[src/rtl/alu_pkg.sv]
// Shared types and instruction field positions for the ALU sequencer.
// Opcode values match the 8-bit ALU encoding.
package alu_pkg;

    localparam int INSTR_W = 9;
    localparam int OP_MSB  = 8;
    localparam int OP_W    = 3;
    localparam int RD_MSB  = 5;
    localparam int RS_MSB  = 3;
    localparam int IMM_MSB = 3;
    localparam int IMM_W   = 4;

    typedef enum logic [OP_W-1:0] {
        OP_INC  = 3'b000,
        OP_DEC,
        OP_XOR,
        OP_RXOR,
        OP_SHL,
        OP_SHR,
        OP_AND,
        OP_LDI  = 3'b111
    } alu_op_t;

    typedef enum logic [1:0] {
        IDLE,
        EXEC,
        WB
    } seq_state_t;

    // Two-register ops take rf[rs] as the second operand.
    function automatic logic uses_rs(alu_op_t op);
        return op inside {OP_XOR, OP_SHL, OP_SHR, OP_AND};
    endfunction

endpackage

[src/rtl/alu_sequencer_if.sv]
// ALU operation bus: the sequencer is master, the ALU is slave.
// Operands and opcode flow out, result and zero flow back.
interface alu_sequencer_if
    import alu_pkg::*;
#(
    parameter int DW = 8
);

    logic [OP_W-1:0] alu_op;
    logic [DW-1:0]   alu_in1;
    logic [DW-1:0]   alu_in2;
    logic [DW-1:0]   alu_out;
    logic            alu_zero;

    modport master (
        output alu_op,
        output alu_in1,
        output alu_in2,
        input  alu_out,
        input  alu_zero
    );

    modport slave (
        input  alu_op,
        input  alu_in1,
        input  alu_in2,
        output alu_out,
        output alu_zero
    );

endinterface

[src/rtl/reg_file.sv]
// 2**AW x DW register file: one sync write port, two operand reads
// and one debug read, all combinational; sync reset clears every entry.
module reg_file #(
    parameter int AW = 2,
    parameter int DW = 8
) (
    input  logic          clk,
    input  logic          reset,
    input  logic          we,
    input  logic [AW-1:0] waddr,
    input  logic [DW-1:0] wdata,
    input  logic [AW-1:0] raddr_a,
    output logic [DW-1:0] rdata_a,
    input  logic [AW-1:0] raddr_b,
    output logic [DW-1:0] rdata_b,
    input  logic [AW-1:0] dbg_addr,
    output logic [DW-1:0] dbg_data
);

    logic [DW-1:0] mem [2**AW];

    always_ff @(posedge clk) begin
        if (reset) begin
            for (int i = 0; i < 2**AW; i++) begin
                mem[i] <= '0;
            end
        end else if (we) begin
            mem[waddr] <= wdata;
        end
    end

    assign rdata_a  = mem[raddr_a];
    assign rdata_b  = mem[raddr_b];
    assign dbg_data = mem[dbg_addr];

endmodule

[src/rtl/alu_sequencer.sv]
// Three-cycle IDLE/EXEC/WB sequencer driving the 8-bit ALU from an
// internal register file and writing the result back with a Zero flag.
module alu_sequencer
    import alu_pkg::*;
#(
    parameter int AW = 2,
    parameter int DW = 8
) (
    input  logic               clk,
    input  logic               reset,
    input  logic [INSTR_W-1:0] instr,
    input  logic               instr_valid,
    output logic               instr_ready,
    alu_sequencer_if.master    alu,
    output logic               done,
    output logic               zero_flag,
    input  logic [AW-1:0]      dbg_addr,
    output logic [DW-1:0]      dbg_data
);

    seq_state_t         state;
    logic [INSTR_W-1:0] ir;
    logic [DW-1:0]      res;
    logic               res_zero;

    alu_op_t       op;
    logic [AW-1:0] rd;
    logic [AW-1:0] rs;
    logic [DW-1:0] rf_rd;
    logic [DW-1:0] rf_rs;

    assign op = alu_op_t'(ir[OP_MSB -: OP_W]);
    assign rd = ir[RD_MSB -: AW];
    assign rs = ir[RS_MSB -: AW];

    reg_file #(
        .AW(AW),
        .DW(DW)
    ) u_rf (
        .clk      (clk),
        .reset    (reset),
        .we       (state == WB),
        .waddr    (rd),
        .wdata    (res),
        .raddr_a  (rd),
        .rdata_a  (rf_rd),
        .raddr_b  (rs),
        .rdata_b  (rf_rs),
        .dbg_addr (dbg_addr),
        .dbg_data (dbg_data)
    );

    // Operands are only presented in EXEC; rd==rs reads the pre-write value.
    always_comb begin
        alu.alu_op  = '0;
        alu.alu_in1 = '0;
        alu.alu_in2 = '0;
        if (state == EXEC) begin
            alu.alu_op = op;
            unique case (1'b1)
                op == OP_LDI: begin
                    alu.alu_in1 = DW'(ir[IMM_MSB -: IMM_W]);
                end
                uses_rs(op): begin
                    alu.alu_in1 = rf_rd;
                    alu.alu_in2 = rf_rs;
                end
                default: begin
                    alu.alu_in1 = rf_rd;
                end
            endcase
        end
    end

    always_ff @(posedge clk) begin
        if (reset) begin
            state       <= IDLE;
            ir          <= '0;
            res         <= '0;
            res_zero    <= 1'b0;
            zero_flag   <= 1'b0;
            done        <= 1'b0;
            instr_ready <= 1'b1;
        end else begin
            done <= 1'b0;
            unique case (state)
                IDLE: begin
                    if (instr_valid) begin
                        ir          <= instr;
                        state       <= EXEC;
                        instr_ready <= 1'b0;
                    end
                end
                EXEC: begin
                    res      <= alu.alu_out;
                    res_zero <= alu.alu_zero;
                    state    <= WB;
                    done     <= 1'b1;
                end
                WB: begin
                    zero_flag   <= res_zero;
                    state       <= IDLE;
                    instr_ready <= 1'b1;
                end
                default: begin
                    state       <= IDLE;
                    instr_ready <= 1'b1;
                end
            endcase
        end
    end

endmodule

[src/flat_wrapper.sv]
// flat-port wrapper written by rule: the top's interface ports become plain ports
module alu_sequencer_flat import alu_pkg::*;
#(
    parameter int AW = 2,
    parameter int DW = 8
)
  (clk, reset, instr, instr_valid, instr_ready, done, zero_flag, dbg_addr, dbg_data, alu_alu_op, alu_alu_in1, alu_alu_in2, alu_alu_out, alu_alu_zero);
  alu_sequencer_if #(.DW(DW)) alu_i ();
  input  logic clk;
  input  logic reset;
  input  logic [INSTR_W-1:0] instr;
  input  logic instr_valid;
  output logic instr_ready;
  output logic done;
  output logic zero_flag;
  input  logic [AW-1:0] dbg_addr;
  output logic [DW-1:0] dbg_data;
  output wire logic [$bits(alu_i.alu_op)-1:0] alu_alu_op;
  output wire logic [$bits(alu_i.alu_in1)-1:0] alu_alu_in1;
  output wire logic [$bits(alu_i.alu_in2)-1:0] alu_alu_in2;
  input wire logic [$bits(alu_i.alu_out)-1:0] alu_alu_out;
  input wire logic [$bits(alu_i.alu_zero)-1:0] alu_alu_zero;
  assign alu_alu_op = alu_i.alu_op;
  assign alu_alu_in1 = alu_i.alu_in1;
  assign alu_alu_in2 = alu_i.alu_in2;
  assign alu_i.alu_out = alu_alu_out;
  assign alu_i.alu_zero = alu_alu_zero;
  alu_sequencer #(.AW(AW), .DW(DW)) u_core (.clk(clk), .reset(reset), .instr(instr), .instr_valid(instr_valid), .instr_ready(instr_ready), .alu(alu_i), .done(done), .zero_flag(zero_flag), .dbg_addr(dbg_addr), .dbg_data(dbg_data));
endmodule
[config.mk]
export PLATFORM = sky130hd
export DESIGN_NAME = alu_sequencer_flat
export DESIGN_NICKNAME = d
export VERILOG_FILES = /design/src/rtl/alu_pkg.sv /design/src/rtl/alu_sequencer_if.sv /design/src/rtl/reg_file.sv /design/src/rtl/alu_sequencer.sv /design/src/flat_wrapper.sv
export SDC_FILE = /design/constraint.sdc
export NUM_CORES = 1
export LEC_CHECK = 0
export ABC_AREA = 1
export ABC_CLOCK_PERIOD_IN_PS = 1900
export CAP_MARGIN = 30
export CORE_MARGIN = 5
export CORE_UTILIZATION = 32
export CTS_CLUSTER_SIZE = 20
export DETAILED_ROUTE_END_ITERATION = 10
export GPL_TIMING_DRIVEN = 1
export PLACE_DENSITY = 0.63
export SLEW_MARGIN = 20
export SYNTH_ARGS = -nofsm -noshare
export SYNTH_HDL_FRONTEND = slang
export SYNTH_SLANG_ARGS = --single-unit
[constraint.sdc]
create_clock -name clk -period 1.9 [get_ports clk]
set_input_delay 0.285 -clock clk [delete_from_list [all_inputs] [get_ports clk]]
set_output_delay 0.285 -clock clk [all_outputs]
set_load 0.1 [all_outputs]
==> run summary <==
status = finished, final reports clean
global route total overflow = 0
chip height = 108 um
Core Rows = 35
Antenna diodes = 0
I/O pin total = 53
top post-synthesis cells by area = edfxtp_1 (31%), dfxtp_1 (18%), nand2_1 (13%), nor2_1 (8.8%), inv_1 (5.6%)
Pleak = 1.88 nW
Max Fclk = 550 MHz
Total GRT Usage = 13.4%
GP Congestion = 0.851
CP max stage cell = dfxtp_1
TritonCTS clock tree = done
vias in the first global route = 2,670
Final nets = 496
Seq/Total Area, Yosys = 48.8%
hold_sp = u_core.res_zero
final hold vios = 0
R2R setup slack = 0.32 ns
vias per cell = 4.65
clk slew on worst S/H paths = 0.06 ns
Pre-antenna DRT Iters = 5
fin crit period = 1.82 ns
crit-path max FO = 8
synthesized area = 3080 um^2
Mapped Avg Cell Area = 7.48 um^2
full die area = 11,700 um^2
setup TNS = 0 ns
Worst EP required = 1.62 ns
Clock Path Buffers = 2
final-layout fill cell count = 913
Syn Inst Count = 411
IO buf count = 52
Max Cap Viol = 0
Root Driver = clkbuf_8
remaining antenna violation count = 0
slew at the pin with the worst max-slew slack = 0.372 ns
Setup CP Type = flop to output port
Final Max Slew Viols = 0
Core ar. = 9280 um^2
DRC viols = 0
post-synth top area share = 31.2%
Die X = 108 um
Placed Area = 4090 um^2
drt total wl = 7470 um
CTS sink count = 59
YS warnings = 0
Worst EP arrival = 1.53 ns
WL/cell = 12.3 um
vias = 2,821
post-DP HPWL = 5950 um
layout cells sized above 1 = 20.5%
initial antenna violation count = 0
final setup vio count = 0
worst path cell trace = inv_2 -> nand2_2 -> inv_4 -> o21ai_2 -> nor2_8 -> nand2_1 -> inv_1 -> buf_12
max incr delay on CP = 0.33 ns
dominant cell type by area after synthesis = edfxtp_1
max_slew headroom = 75.2%
first-pass GRT wire length = 12,400 um
Crit Reg-Reg Endpoint = u_core.u_rf.mem[0][7]
H-tree Lvls = 3
post-layout util = 47.5%
Power Total = 3.73 mW
Tcrit/Tclk final = 95.6%
P&R area growth vs syn = 43.3%
Yosys reg bits = 59
Hold Path Stages = 2
Final Cell Area = 4410 um^2
initial drt markers = 132
Worst Reg-to-Reg Cells = 7
crit path launch type = flop
post-synthesis cell type count = 22
CTS Buf Count = 9
most frequent cells in the layout = nand2_1 (101), nor2_1 (69), inv_1 (44), edfxtp_1 (32), buf_12 (29)
power density of the placed cells = 846 nW/um^2
Synth Net Count = 434
clk_skew = 0.00917 ns
Worst-Skew Late Latency = 0.33 ns
maximum VDD drop = 0.336 mV
most common cell after layout, fill and taps aside = nand2_1
Tightest Hold Check Type = flop to flop
Initial Util = 33.1%
Critical R2R Launch = u_core.state[1]
hold endpoint = u_core.zero_flag
crit end category = output port
largest net degree at the start of global routing = 33
-- sequential cells by signal (all words and copies together) (netlist names), named ones only --
| signal | flops |
|---|---|
| u_core.ir | 9 |
| u_core.res | 8 |
| u_core.instr_ready | 1 |
| u_core.res_zero | 1 |
| u_core.done | 1 |
| u_core.u_rf.mem | 32 |
| u_core.state | 2 |
| u_core.zero_flag | 1 |
-- synthesized netlist by cell type --
| cell type | n |
|---|---|
| a21oi_1 | 25 |
| a31oi_1 | 1 |
| buf_2 | 14 |
| buf_4 | 1 |
| clkbuf_1 | 3 |
| clkinv_2 | 1 |
| dfxtp_1 | 27 |
| edfxtp_1 | 32 |
| inv_1 | 46 |
| inv_2 | 7 |
| nand2_1 | 103 |
| nand2_2 | 1 |
| nand2_4 | 4 |
| nand3_1 | 22 |
| nor2_1 | 72 |
| nor2_2 | 3 |
| nor2_4 | 3 |
| nor2_8 | 1 |
| o211ai_1 | 12 |
| o21ai_0 | 12 |
| o21ai_1 | 20 |
| o21ai_2 | 1 |
-- where the power goes --
group / switching, mW / total, mW / leakage [nW] / internal, mW
clock network: 0.447 / 1.44 / 0.126 / 0.996
registers: 0.0540 / 1.46 / 0.555 / 1.41
logic: 0.537 / 0.824 / 1.20 / 0.287
-- per-stage QoR --
stage | hold WS (ns) | setup WS, ns | std cells
2_1_floorplan | 0.354 | -0.537 | 411
3_3_place_gp | 0.449 | 0.148 | 587
3_5_place_dp | 0.461 | 0.150 | 587
4_1_cts | 0.468 | 0.00134 | 603
5_1_grt | 0.501 | -0.0101 | 607
6_report | 0.466 | 0.0827 | 607
-- critical path, delay by kind of cell, from the launching register on --
kind                   cells  cell delay (ns)
AND/OR/NAND/NOR            3             0.34
AO/OA/AOI/OAI              1             0.10
flip-flops                 1             0.33
buffers and inverters      4             0.45
-- kinds of logic after synthesis --
family	share of synthesized area, %
DFF	48.8
buffers and inverters	9.52
and+or+nand+nor	29.0
AOI/OAI and AO/OA	12.7
-- routing by layer --
| layer | GRT usage, % | wire length [um] | vias to the layer above |
|---|---|---|---|
| met5 | 0 | 0 | - |
| met1 | 17.6 | 3350 | 1287 |
| met4 | 6.49 | 138 | 0 |
| li1 | - | - | 1440 |
| met2 | 21.4 | 3610 | 84 |
| met3 | 2.33 | 364 | 10 |
-- how the worst max path moves through the flow --
stage                               start               endpoint  slack, ns  cells past startpoint
after floorplan                      flop         alu_alu_in1[0]      -0.54                      5
after global placement        dbg_addr[0]            dbg_data[7]       0.15                      6
after detailed placement            reset  u_core.u_rf.mem[0][6]       0.15                      6
after CTS                            flop         alu_alu_in2[2]      0.001                      8
after global routing      u_core.state[1]         alu_alu_in2[1]      -0.01                      8
final                     u_core.state[1]         alu_alu_in2[2]       0.08                      8
-- repair_timing --
action                                  CTS  global route
gates cloned                              0             0
endpoints found under the setup margin   10            10
resized for setup                         4            11
hold buffers                              0             0
pin swaps                                 0             1
buffers inserted                          0             4
-- layout make-up --
| type | count | area [um^2] | area share (%) |
|---|---|---|---|
| Sequential cell | 59 | 1510 | 34.2 |
| Multi-Input combinational cell | 280 | 1340 | 30.5 |
| Inverter | 54 | 205 | 4.66 |
| Clock inverter | 6 | 128 | 2.90 |
| Tap cell | 129 | 161 | 3.66 |
| Clock buffer | 10 | 128 | 2.90 |
| Timing Repair Buffer | 69 | 936 | 21.2 |
(Power assumes the default switching activity.)
